===== src/rtl/rr_priority_arbiter.sv =====
// Registered N-way arbiter with fixed-priority and round-robin modes.
// The winner is held on a valid/ready output until it is accepted.
module rr_priority_arbiter #(
    parameter int N    = 8,
    parameter int IDXW = $clog2(N)
) (
    input  logic            clk,
    input  logic            rst_n,
    input  logic [N-1:0]    req,
    input  logic            mode,
    output logic            gnt_valid,
    input  logic            gnt_ready,
    output logic [IDXW-1:0] gnt_idx,
    output logic [N-1:0]    gnt_onehot,
    output logic            req_pending
);
    localparam logic [IDXW-1:0] TOP = IDXW'(N - 1);

    logic            accept;
    logic            load_en;
    logic [N-1:0]    cand;
    logic [IDXW-1:0] rr_ptr;
    logic [IDXW-1:0] start;
    logic [IDXW-1:0] winner;
    logic            found;

    assign accept  = gnt_valid & gnt_ready;
    assign load_en = ~gnt_valid | accept;
    // The requester being accepted this edge is never re-granted on the same edge.
    assign cand    = req & ~(accept ? gnt_onehot : '0);

    always_comb begin
        if (!mode)
            start = TOP;
        else if (accept)
            start = (gnt_idx == '0) ? TOP : gnt_idx - IDXW'(1);
        else
            start = rr_ptr;
    end

    // Descending search from start, wrapping from 0 back to N-1.
    always_comb begin : search
        int pos;
        pos    = 0;
        found  = 1'b0;
        winner = '0;
        for (int k = 0; k < N; k++) begin
            pos = int'(start) - k;
            if (pos < 0)
                pos = pos + N;
            if (!found && cand[IDXW'(pos)]) begin
                found  = 1'b1;
                winner = IDXW'(pos);
            end
        end
    end

    always_ff @(posedge clk) begin
        if (!rst_n) begin
            gnt_valid   <= 1'b0;
            gnt_idx     <= '0;
            gnt_onehot  <= '0;
            req_pending <= 1'b0;
            rr_ptr      <= TOP;
        end else begin
            req_pending <= |req;
            if (accept)
                rr_ptr <= start;
            if (load_en) begin
                if (found) begin
                    gnt_valid  <= 1'b1;
                    gnt_idx    <= winner;
                    gnt_onehot <= N'(1) << winner;
                end else begin
                    // gnt_idx keeps its last value so it never goes undefined.
                    gnt_valid  <= 1'b0;
                    gnt_onehot <= '0;
                end
            end
        end
    end
endmodule


===== config.mk =====
export PLATFORM = sky130hd
export DESIGN_NAME = rr_priority_arbiter
export DESIGN_NICKNAME = d
export VERILOG_FILES = /design/src/rtl/rr_priority_arbiter.sv
export SDC_FILE = /design/constraint.sdc
export NUM_CORES = 1
export LEC_CHECK = 0
export ABC_AREA = 1
export ABC_CLOCK_PERIOD_IN_PS = 6200
export BUFFER_PORTS_ARGS = -buffer_cell sky130_fd_sc_hd__clkbuf_2
export CORE_UTILIZATION = 55
export DETAILED_ROUTE_END_ITERATION = 6
export MAX_ROUTING_LAYER = met4
export PLACE_DENSITY = 0.83
export SETUP_SLACK_MARGIN = 0.2
export SYNTH_ARGS = -nofsm -noshare
export SYNTH_HDL_FRONTEND = slang
export SYNTH_SLANG_ARGS = --single-unit

===== constraint.sdc =====
create_clock -name clk -period 6.2 [get_ports clk]
set_input_delay 0.93 -clock clk [delete_from_list [all_inputs] [get_ports clk]]
set_output_delay 0.93 -clock clk [all_outputs]
set_load 0.01 [all_outputs]

==> metrics.csv, run 1 <==
stage,metric,value,unit
timing,min_period,3.77,ns
final_layout,area_growth,7.77,%
clocking,cts_buffers,3,
status,status,"complete, no violations",
global_routing,grt_max_degree,13,
final_layout,antenna_cells,0,
logic_synthesis,synth_async_sr_flop_share,0,%
worst_setup_path,crit_chain,"clkbuf_2, nand2_4, inv_2, nand2_2, nand3_4, inv_1, ha_1, inv_1, nand3_1, nand2_1, nand2_1, nand2_1, inv_1, nand4_1, nor2_1, nor2_1, nand3_1, nor2_1, nor2_1, nor2_1",
floorplan,core,3080,um2
clocking,clk_path_buf_depth,2,
worst_setup_path,cp-start-kind,input port,
clocking,clk_pin_slew,0.10,ns
final_layout,drive_gt1_share,26.3,%
placed_design,dpl_worst_slack,2.19,ns
global_routing,antenna_found_initial,0,
worst_setup_path,worstPathMaxFanout,12,
logic_synthesis,synth_edf_count,0,
run,drv_cap,0,
global_routing,grt_pass1_vias,1693,
logic_synthesis,synthesis.nets,296,
worst_setup_path,reg2reg_slack,2.55,ns
global_routing,grt_pass1_wl,7530,um
timing,fin_tns_setup,0,ns
timing,hold_viol,0,
floorplan,rows,20,
logic_synthesis,syn-cell-area,1790,um2
floorplan,io_pins,25,
floorplan,start_util,58.1,%
timing,rsz0062_at_grt,no,
worst_setup_path,crit-reg2reg-launch,gnt_idx[0],
power,power_density,227,nW/um2
placed_design,hpwl,3780,um
drt,wl_per_cell,13.3,um
timing,slew_headroom,60.7,%
clocking,clk_latency,0.29,ns
drt,dr.pass1.iters,4,
worst_setup_path,end_kind,flip-flop,
power,power.leakage,0.956,nW
worst_setup_path,cp_data_required_time,6.43,ns
worst_setup_path,endpoint,gnt_onehot[3],
timing,fmaxAchievable,265,MHz
placed_design,dp_cells,340,
worst_setup_path,cpPeakStageDelay,0.35,ns
logic_synthesis,yosysWarnings,0,
power,peakVddDrop,0.160,mV
drt,drc,0,
global_routing,grt_usage,29.4,%
placed_design,dpl_cell_area,1890,um2
clocking,cts_max_level,1,
timing,setup_viol,0,
timing,skew,0.00466,ns
logic_synthesis,syn_avg_cell_area,6.39,um2
clocking,cts_resized,0,
clocking,cts_tree,built,
global_routing,overflow,0,
final_layout,n_fill_cell,315,
clocking,cts_setup_buffers,0,
floorplan,die_y,59.0,um
worst_setup_path,cp_slowest_cell,ha_1,
timing,final.setup.worst_slack,2.43,ns
final_layout,instances_no_fill,344,
worst_setup_path,ff2ff_path_depth,22,
drt,finalWirelength,4590,um
worst_setup_path,crit_buf_inv,5,
drt,drtAntennaViolNets,0,
worst_setup_path,path_class,input port to flip-flop,
worst_setup_path,cpLargestDelayFamily,simple AND/OR/NAND/NOR gates,
final_layout,stdcell_area,1930,um2
floorplan,fp.dieW,59.0,um
logic_synthesis,synth_cell_types,28,
worst_setup_path,crit_start,gnt_ready,
worst_setup_path,r2r_end,gnt_onehot[3],
logic_synthesis,ys_seq_elements,16,
drt,drt-initial-drc-count,138,
timing,fin_crit_sh,60.8,%
logic_synthesis,synth_flop_cell,dfxtp_1,
clocking,cts_hold_buf,0,
placed_design,io_buffers,24,
clocking,cts_root_buf,clkbuf_4,
drt,num_vias,1870,
worst_setup_path,crit_arrival,4.00,ns
worst_setup_path,path_depth,20,
timing,finalMaxSlewViolations,0,
timing,tightest_slew,0.587,ns
placed_design,routabilityCongestion,0.933,
logic_synthesis,ys_seq_area_share,17.9,%
floorplan,die_area,3480,um2
logic_synthesis,netlist_instances,280,
worst_setup_path,cpMostUsedCell,nor2_1,
hold_path,min_path_type,flip-flop to flip-flop,
clocking,clock_sinks,16,
final_layout,fin_nets,317,
drt,routed_via_density,5.44,
cell usage in the layout (no fill, tap or decap), drive strengths merged:
master,count
nand2,96
ha,4
nand3,62
o21a,1
o211ai,5
nor2,33
clkbuf,28
nor4,2
o21ai,5
nand4,5
a21oi,15
inv,28
dfxtp,16
final cells by class:
type / count / area (um2) / area share [%]
clock buffer: 4 / 36.3 / 1.88
sequential: 16 / 320 / 16.6
timing repair buffer: 24 / 120 / 6.23
tap: 44 / 55.1 / 2.86
multi-input combinational: 228 / 1290 / 66.9
inverter: 28 / 105 / 5.45
layer usage:
layer / up-vias / GRT usage (%) / wire length [um] / share of wire, %
met5: - / - / 0 / 0
met4: 0 / 8.16 / 52 / 1.1
met3: 9 / 4.80 / 278 / 6.1
met2: 64 / 46.8 / 2210 / 48
met1: 840 / 38.6 / 2050 / 45
li1: 957 / - / - / -
worst min path at each step:
stage / from / endpoint / slack, ns / cells past startpoint
after floorplan: rr_ptr[2] / rr_ptr[2] / 0.48 / 2
after global placement: gnt_onehot[4] / gnt_onehot[4] / 0.48 / 2
after detailed placement: gnt_onehot[4] / gnt_onehot[4] / 0.49 / 2
after CTS: gnt_onehot[4] / gnt_onehot[4] / 0.50 / 2
after global routing: gnt_onehot[0] / gnt_onehot[0] / 0.53 / 2
final: gnt_onehot[4] / gnt_onehot[4] / 0.50 / 2
through the flow:
stage                     util (%)  hold slack (ns)  power [mW]
after floorplan                  -            0.476       0.316
after global placement        61.4            0.482       0.364
after detailed placement      61.4            0.490       0.367
after CTS                     62.6            0.505       0.438
after global routing          62.6            0.527       0.471
final                         62.6            0.504       0.437
worst min-delay path, delay by kind of cell, from the launching register on:
family / cells / cell delay [ns]
DFF: 1 / 0.35
AOI/OAI and AO/OA: 1 / 0.05
and+or+nand+nor: 1 / 0.07
logic make-up after synthesis:
logic type      share of synthesized area, %
flops                                   17.9
fa+ha+maj                               2.80
compound gates                          10.7
simple gates                            58.6
buf+inv                                 9.94
flip-flops by register name, indices dropped and copies added, names as in the netlist:
signal       count
gnt_idx          3
gnt_onehot       8
gnt_valid        1
req_pending      1
rr_ptr           3
Yosys cell counts, types with 5 or more instances:
cell | count | share of area [%]
nand2_1 | 86 | 18
dfxtp_1 | 16 | 18
nand4_1 | 5 | 1.7
inv_2 | 6 | 1.3
a21oi_1 | 8 | 2.2
nor2_1 | 27 | 5.7
a21oi_2 | 6 | 2.9
inv_1 | 22 | 4.6
nand3_2 | 16 | 9.0
buf_6 | 5 | 3.1
nand3_1 | 43 | 12
nand2_2 | 6 | 2.1
report_power, final:
| group | switching, mW | leakage (nW) | total, mW | internal (mW) |
|---|---|---|---|---|
| clock network | 0.0349 | 0.0210 | 0.0707 | 0.0358 |
| logic | 0.165 | 0.803 | 0.240 | 0.0747 |
| registers | 0.0117 | 0.132 | 0.127 | 0.115 |
Note: power is estimated with default switching activity, not from simulation.
==> run 2: changes to the inputs <==
--- a/config.mk
+++ b/config.mk
@@ -5,13 +5,13 @@
 export SDC_FILE = /design/constraint.sdc
 export NUM_CORES = 1
 export LEC_CHECK = 0
-export ABC_AREA = 1
-export ABC_CLOCK_PERIOD_IN_PS = 6200
+export ABC_AREA = 0
+export ABC_CLOCK_PERIOD_IN_PS = 3600
 export BUFFER_PORTS_ARGS = -buffer_cell sky130_fd_sc_hd__clkbuf_2
 export CORE_UTILIZATION = 55
 export DETAILED_ROUTE_END_ITERATION = 6
 export MAX_ROUTING_LAYER = met4
-export PLACE_DENSITY = 0.83
+export PLACE_DENSITY = 0.82
 export SETUP_SLACK_MARGIN = 0.2
 export SYNTH_ARGS = -nofsm -noshare
 export SYNTH_HDL_FRONTEND = slang
==> constraint.sdc (replaced) <==
create_clock -name clk -period 3.6 [get_ports clk]
set_input_delay 0.54 -clock clk [delete_from_list [all_inputs] [get_ports clk]]
set_output_delay 0.54 -clock clk [all_outputs]
set_load 0.01 [all_outputs]
==> run 2 against run 1 <==
  * The run now ends with negative setup slack left
  * Total power grew to 3.2 times the previous value
  * Utilization grew 23 points
  * Hold slack lost 0.030 ns
  * Sequential share of layout area shrank 5.5 points
  * Register-to-register slack lost 2.6 ns
  * Sequential power grew 93%
  * Largest cell class unchanged
==> metrics.csv, run 2 <==
stage,metric,value,unit,change
drt,num_vias,2761,,"was 1,870"
logic_synthesis,ys_seq_area_share,16.1,%,was 17.9%
final_layout,area_growth,46.5,%,was 7.77%
hold_path,holdPathStages,2,,unchanged
final_layout,mostFrequentLayoutCell,buf_4,,was nand2_1
floorplan,io_pins,25,,unchanged
placed_design,hpwl,5120,um,was 3780 um
logic_synthesis,ys_seq_elements,16,,unchanged
logic_synthesis,synth_edf_count,0,,unchanged
worst_setup_path,cp-start-kind,flip-flop,,was input port
worst_setup_path,path_class,flip-flop to flip-flop,,was input port to flip-flop
clocking,cts_max_level,1,,unchanged
placed_design,io_buffers,24,,unchanged
global_routing,grt_usage,41.6,%,was 29.4%
clocking,clk_pin_slew,0.10,ns,about the same
timing,fmaxAchievable,274,MHz,
clocking,cts_hold_buf,0,,unchanged
logic_synthesis,synth_flop_cell,dfxtp_1,,unchanged
placed_design,dpl_cell_area,2450,um2,was 1890 um2
logic_synthesis,yosys.cell_count.top_type,nand2_1,,unchanged
final_layout,fin_nets,345,,was 317
power,power.leakage,1.15,nW,was 0.956 nW
global_routing,met3_usage,8.64,%,was 4.80%
timing,finalMaxSlewViolations,0,,unchanged
drt,dr.pass1.iters,5,,was 4
drt,wl_per_cell,23.1,um,was 13.3 um
floorplan,die_y,62.1,um,was 59.0 um
drt,routed_via_density,7.38,,was 5.44
floorplan,start_util,58.7,%,was 58.1%
floorplan,fp.dieW,62.1,um,was 59.0 um
logic_synthesis,netlist_instances,254,,was 280
logic_synthesis,netlist.area_leader.share,16.1,%,was 18.1%
logic_synthesis,synthTopCellsByArea,"dfxtp_1, nand2_1, mux4_2",,"was nand2_1, dfxtp_1, nand3_1"
timing,final.setup.worst_slack,-0.0551,ns,was 2.43 ns
global_routing,antenna_found_initial,0,,unchanged
placed_design,dpl_worst_slack,-0.0846,ns,was 2.19 ns
final_layout,largest_reg_flops,8,,unchanged
logic_synthesis,synth_async_sr_flop_share,0,%,unchanged
clocking,clock_sinks,16,,unchanged
worst_setup_path,cp_data_required_time,3.84,ns,was 6.43 ns
logic_synthesis,syn-cell-area,1990,um2,was 1790 um2
hold_path,hold_end,gnt_idx[2],,was gnt_onehot[4]
worst_setup_path,reg2reg_slack,-0.06,ns,was 2.55 ns
timing,hold_viol,0,,unchanged
floorplan,die_area,3860,um2,was 3480 um2
placed_design,dp_cells,350,,was 340
global_routing,grt_pass1_vias,2582,,"was 1,693"
timing,setup_viol,7,,was 0
worst_setup_path,crit_arrival,3.90,ns,was 4.00 ns
power,fin_total_pwr,1.38,mW,was 437 uW
power,power_density,475,nW/um2,was 227 nW/um2
worst_setup_path,ff2ff_path_depth,15,,was 22
floorplan,core,3390,um2,was 3080 um2
global_routing,overflow,0,,unchanged
drt,drtAntennaViolNets,0,,unchanged
final_layout,stdcell_area,2910,um2,was 1930 um2
logic_synthesis,yosysWarnings,0,,unchanged
timing,fin_tns_setup,-0.229,ns,was 0 ns
timing,rsz0062_at_grt,yes,,was no
global_routing,gr-max-usage-layer,met2,,unchanged
final_layout,drive_gt1_share,44.8,%,was 26.3%
run,drv_cap,0,,unchanged
clocking,cts_root_buf,clkbuf_4,,unchanged
hold_path,hp-start,gnt_idx[2],,was gnt_onehot[4]
clocking,cts_tree,built,,unchanged
timing,skew,0.00409,ns,was 0.00466 ns
final_layout,final_cell_mix,"buf_4, nand2_1, clkbuf_2",,"was nand2_1, nand3_1, nor2_1"
logic_synthesis,syn_avg_cell_area,7.83,um2,was 6.39 um2
timing,tightest_slew,0.637,ns,was 0.587 ns
global_routing,grtUsageMet2,65.9,%,was 46.8%
timing,fin_crit_sh,102,%,
global_routing,grt_pass1_wl,12400,um,was 7530 um
clocking,cts_buffers,3,,unchanged
drt,drc,0,,unchanged
final_layout,regMostFlops,gnt_onehot,,unchanged
drt,finalWirelength,8630,um,was 4590 um
logic_synthesis,synthesis.nets,270,,was 296
placed_design,routabilityCongestion,0.946,,was 0.933
worst_setup_path,r2r_end,gnt_onehot[0],,was gnt_onehot[3]
status,status,"finished, violations left",,"was complete, no violations"
logic_synthesis,ys_top_cells_by_count,"nand2_1, nand3_1, dfxtp_1",,"was nand2_1, nand3_1, nor2_1"
clocking,clk_latency,0.30,ns,was 0.29 ns
floorplan,rows,21,,was 20
logic_synthesis,yosysTopAreaCell,dfxtp_1,,was nand2_1
timing,slew_headroom,57.2,%,was 60.7%
power,peakVddDrop,0.480,mV,was 0.160 mV
final_layout,top_regs,"gnt_onehot (8), gnt_idx (3), rr_ptr (3)",,unchanged
drt,drt-initial-drc-count,491,,was 138
logic_synthesis,synth_cell_types,66,,was 28
global_routing,grt_util_met1,49.0,%,was 38.6%
timing,min_period,3.66,ns,
hold_path,min_path_type,flip-flop to flip-flop,,unchanged
status,violations,negative setup slack,,
global_routing,grt_max_degree,19,,was 13
worst_setup_path,worstPathMaxFanout,5,,was 12
final_layout,antenna_cells,0,,unchanged
clocking,clk_path_buf_depth,2,,unchanged
worst_setup_path,end_kind,flip-flop,,unchanged
worst_setup_path,crit-reg2reg-launch,gnt_idx[1],,was gnt_idx[0]
final_layout,instances_no_fill,374,,was 344
-- run 2: report_power, final --
part / switching [mW] / internal, mW / leakage [nW]
logic: 0.549 / 0.463 / 0.996
registers: 0.0366 / 0.208 / 0.132
clock network: 0.0650 / 0.0618 / 0.0210
total: 0.650 / 0.733 / 1.15
-- run 2: routing by layer --
metal	wire, um	vias up	part of all wire, %
li1	-	1150	-
met2	3800	275	44
met4	644	0	7.5
met3	1180	95	14
met1	3010	1241	35
met5	0	-	0
-- run 2: stage by stage --
stage,hold WS [ns],utilization (%)
2_1_floorplan,0.489,-
3_3_place_gp,0.469,72.4
3_5_place_dp,0.477,72.4
4_1_cts,0.480,81.4
5_1_grt,0.511,85.9
6_report,0.474,85.9
-- run 2: final cells by class --
type,count,area (um2)
Inverter,12,47.5
Clock buffer,4,36.3
Timing Repair Buffer,85,632
Multi-Input combinational cell,211,1820
Sequential cell,16,323
Fill cell,177,477
Tap cell,46,57.6
-- run 2: what timing repair did --
item | CTS | global route
endpoints found under the setup margin | 11 | 11
pin swaps | 17 | 9
resized for setup | 26 | 19
cloned | 1 | 0
hold endpoints to repair | 0 | 0
buffers inserted | 13 | 6
-- run 2: worst max-delay path, cell delays in order, from the launching register on --
cell and delay (ns):
dfxtp_2 0.36, inv_2 0.05, ha_4 0.15, ha_4 0.15, and4b_4 0.34, buf_4 0.15
o2111ai_1 0.18, buf_4 0.20, a21boi_0 0.15, mux4_2 0.57, buf_4 0.17, and3b_2 0.29
nand3_2 0.10, a2bb2oi_4 0.18, or3_1 0.42, o21ai_2 0.13
-- run 2: how the worst max path moves through the flow --
stage          slack (ns)            end       start
6_report            -0.06  gnt_onehot[0]  gnt_idx[1]
3_5_place_dp        -0.08  gnt_onehot[7]   gnt_ready
3_3_place_gp        -0.02  gnt_onehot[7]   gnt_ready
4_1_cts              0.02  gnt_onehot[7]  gnt_idx[1]
2_1_floorplan       -0.05  gnt_onehot[6]  gnt_idx[0]
5_1_grt             -0.13  gnt_onehot[1]  gnt_idx[1]
-- run 2: logic make-up after synthesis --
group	count (synthesis)	synth area share, %
multiplexers	10	7.62
adder cells (fa/ha/maj)	4	2.52
flip-flops	16	16.1
AO/OA/AOI/OAI	99	38.7
AND/OR/NAND/NOR	92	25.3
XOR/XNOR	6	2.64
buffers and inverters	27	7.11
==> run 3: changes to the inputs <==
--- a/config.mk
+++ b/config.mk
@@ -8,10 +8,10 @@
 export ABC_AREA = 0
 export ABC_CLOCK_PERIOD_IN_PS = 3600
 export BUFFER_PORTS_ARGS = -buffer_cell sky130_fd_sc_hd__clkbuf_2
-export CORE_UTILIZATION = 55
+export CORE_UTILIZATION = 50
 export DETAILED_ROUTE_END_ITERATION = 6
 export MAX_ROUTING_LAYER = met4
-export PLACE_DENSITY = 0.82
+export PLACE_DENSITY = 0.76
 export SETUP_SLACK_MARGIN = 0.2
 export SYNTH_ARGS = -nofsm -noshare
 export SYNTH_HDL_FRONTEND = slang
==> run 3 against run 2 <==
  * The flow now finishes without violations
  * Final area shrank 5.7%
  * Setup slack better by 0.096 ns
  * Cell count fell by 2.9%
  * Count of clock-buffer cells in the layout stayed put
  * Utilization fell by 13 points
  * Routed wire length decreased by 18%
  * First-iteration DRC count is 30% lower
  * Largest power group unchanged
  * Flip-flop and latch count is the same
  * Hold slack improved by 0.0019 ns
  * Combinational power down 14%
  * Die area is 9.7% higher
==> metrics.csv, run 3 (synthesis results as in run 2) <==
stage,metric,value,unit,change
status,status,"complete, no violations",,"was finished, violations left"
global_routing,grt_pass1_wl,11300,um,"was 12,400 um"
power,power.leakage,1.08,nW,was 1.15 nW
final_layout,mostFrequentLayoutCell,buf_4,,unchanged
timing,hold_viol,0,,unchanged
drt,num_vias,2539,,"was 2,761"
floorplan,rows,22,,was 21
timing,tightest_slew,0.474,ns,was 0.637 ns
global_routing,grt_max_degree,19,,unchanged
floorplan,io_pins,25,,unchanged
power,switching_share,45.0,%,was 47.0%
power,peakVddDrop,0.329,mV,was 0.480 mV
final_layout,fin_nets,332,,was 345
timing,finalMaxSlewViolations,0,,unchanged
floorplan,start_util,53.1,%,was 58.7%
global_routing,grt_pass1_vias,2358,,"was 2,582"
floorplan,fp.dieW,65.1,um,was 62.1 um
timing,skew,0.00169,ns,was 0.00409 ns
clocking,cts_root_buf,clkbuf_8,,was clkbuf_4
floorplan,die_y,65.1,um,was 62.1 um
worst_setup_path,worstPathMaxFanout,7,,was 5
placed_design,dpl_worst_slack,-0.113,ns,was -0.0846 ns
timing,slew_headroom,68.2,%,was 57.2%
global_routing,antenna_found_initial,0,,unchanged
clocking,clk_latency,0.25,ns,was 0.30 ns
worst_setup_path,cp-start-kind,flip-flop,,unchanged
clocking,clk_path_buf_depth,2,,unchanged
timing,setup_viol,0,,was 7
clocking,cts_buffers,3,,unchanged
final_layout,area_growth,38.1,%,was 46.5%
floorplan,core,3740,um2,was 3390 um2
final_layout,instances_no_fill,363,,was 374
final_layout,drive_gt1_share,41.9,%,was 44.8%
final_layout,n_fill_cell,290,,was 177
clocking,clk_pin_slew,0.07,ns,was 0.10 ns
timing,final.setup.worst_slack,0.0411,ns,was -0.0551 ns
final_layout,stdcell_area,2750,um2,was 2910 um2
drt,finalWirelength,7120,um,was 8630 um
run,drv_cap,0,,unchanged
final_layout,antenna_cells,0,,unchanged
worst_setup_path,end_kind,flip-flop,,unchanged
timing,fin_crit_sh,98.9,%,was 102%
placed_design,dp_cells,353,,was 350
global_routing,grt_usage,35.6,%,was 41.6%
floorplan,die_area,4230,um2,was 3860 um2
worst_setup_path,crit_arrival,3.70,ns,was 3.90 ns
drt,dr.pass1.iters,7,,was 5
drt,drt-initial-drc-count,345,,was 491
hold_path,min_path_type,flip-flop to flip-flop,,unchanged
placed_design,io_buffers,24,,unchanged
drt,wl_per_cell,19.6,um,was 23.1 um
drt,drtAntennaViolNets,0,,unchanged
final_layout,largest_reg_flops,8,,unchanged
timing,rsz0062_at_grt,yes,,unchanged
final_layout,final_cell_mix,"buf_4, nand2_1, clkbuf_2",,unchanged
placed_design,routabilityCongestion,0.998,,was 0.946
placed_design,dpl_cell_area,2440,um2,was 2450 um2
worst_setup_path,path_class,flip-flop to flip-flop,,unchanged
final_layout,regMostFlops,gnt_onehot,,unchanged
power,p_sw,573,uW,was 650 uW
clocking,cts_max_level,1,,unchanged
power,seqPwrFrac,18.9,%,was 17.7%
drt,drc,0,,unchanged
power,intPower,700,uW,was 733 uW
timing,fmaxAchievable,281,MHz,was 274 MHz
power,power_frac_comb,68.1,%,was 73.1%
power,pwr-share-clk,13.0,%,was 9.2%
clocking,cts_tree,built,,unchanged
worst_setup_path,cp_data_required_time,3.74,ns,was 3.84 ns
final_layout,multi_input_area,1760,um2,was 1820 um2
drt,routed_via_density,6.99,,was 7.38
global_routing,overflow,0,,unchanged
final_layout,top_regs,"gnt_onehot (8), gnt_idx (3), rr_ptr (3)",,unchanged
clocking,clock_sinks,16,,unchanged
power,power_density,463,nW/um2,was 475 nW/um2
placed_design,hpwl,5130,um,was 5120 um
final_layout,register_area,324,um2,was 323 um2
timing,min_period,3.56,ns,was 3.66 ns
## run 3: cell count changes in the layout (fill, tap and decap cells not counted), sizes merged
cell,previous run,this run
buf,60,48
bufbuf,1,0
## run 3: cell type report
class | count | share of cell area (%)
Multi-Input combinational cell | 211 | 64.1
Timing Repair Buffer | 72 | 18.0
Sequential cell | 16 | 11.8
Tap cell | 48 | 2.19
Clock buffer | 4 | 2.00
Inverter | 12 | 1.82
## run 3: critical path, stage by stage (launching register included)
cell and delay [ns]:
dfxtp_2 0.33, inv_2 0.05, ha_4 0.15, ha_4 0.15, and4b_4 0.34, o21a_4 0.16, buf_8 0.12, ha_4 0.20
inv_4 0.07, mux4_2 0.51, o32a_4 0.25, or2_4 0.30, o32a_4 0.36, and3_4 0.20, a32o_1 0.25
## run 3: path summary, 6_finish.rpt
kind / start / endpoint / slack [ns] / depth (start not counted)
setup reg to reg: gnt_idx[0] / gnt_onehot[7] / 0.04 / 14
hold / removal: gnt_idx[2] / gnt_idx[2] / 0.48 / 2
setup / recovery: gnt_idx[0] / gnt_onehot[7] / 0.04 / 14
hold reg to reg: gnt_idx[2] / gnt_idx[2] / 0.48 / 2
## run 3: what timing repair did
action / 4_1_cts / 5_1_grt
pin swaps: 11 / 8
hold buffers: 0 / 0
resized for setup: 23 / 22
buffers inserted: 4 / 2
setup endpoints to repair: 11 / 11
hold endpoints to repair: 0 / 0
## run 3: stage by stage
step	setup TNS [ns]	hold WS [ns]	utilization, %	power (mW)
detailed placement	-0.791	0.475	65.2	0.966
floorplan	-0.137	0.489	-	0.721
CTS	0	0.480	70.5	1.21
finish	0	0.475	73.4	1.27
global route	-0.139	0.512	73.4	1.34
global placement	-0.0319	0.476	65.2	0.953
## run 3: power groups by stage
stage / Combinational [mW] / Sequential (mW) / Clock, mW
after detailed placement: 0.724 / 0.242 / 0
after CTS: 0.801 / 0.239 / 0.167
final: 0.867 / 0.241 / 0.165
after floorplan: 0.474 / 0.247 / 0
after global routing: 0.923 / 0.244 / 0.174
after global placement: 0.713 / 0.240 / 0
## run 3: metal layers
metal / global-route usage [%] / part of all wire, % / vias to the layer above
li1: - / - / 1124
met1: 43.9 / 40 / 1198
met2: 57.8 / 46 / 178
met3: 5.99 / 10 / 39
met4: 13.6 / 3.8 / 0
met5: - / 0 / -
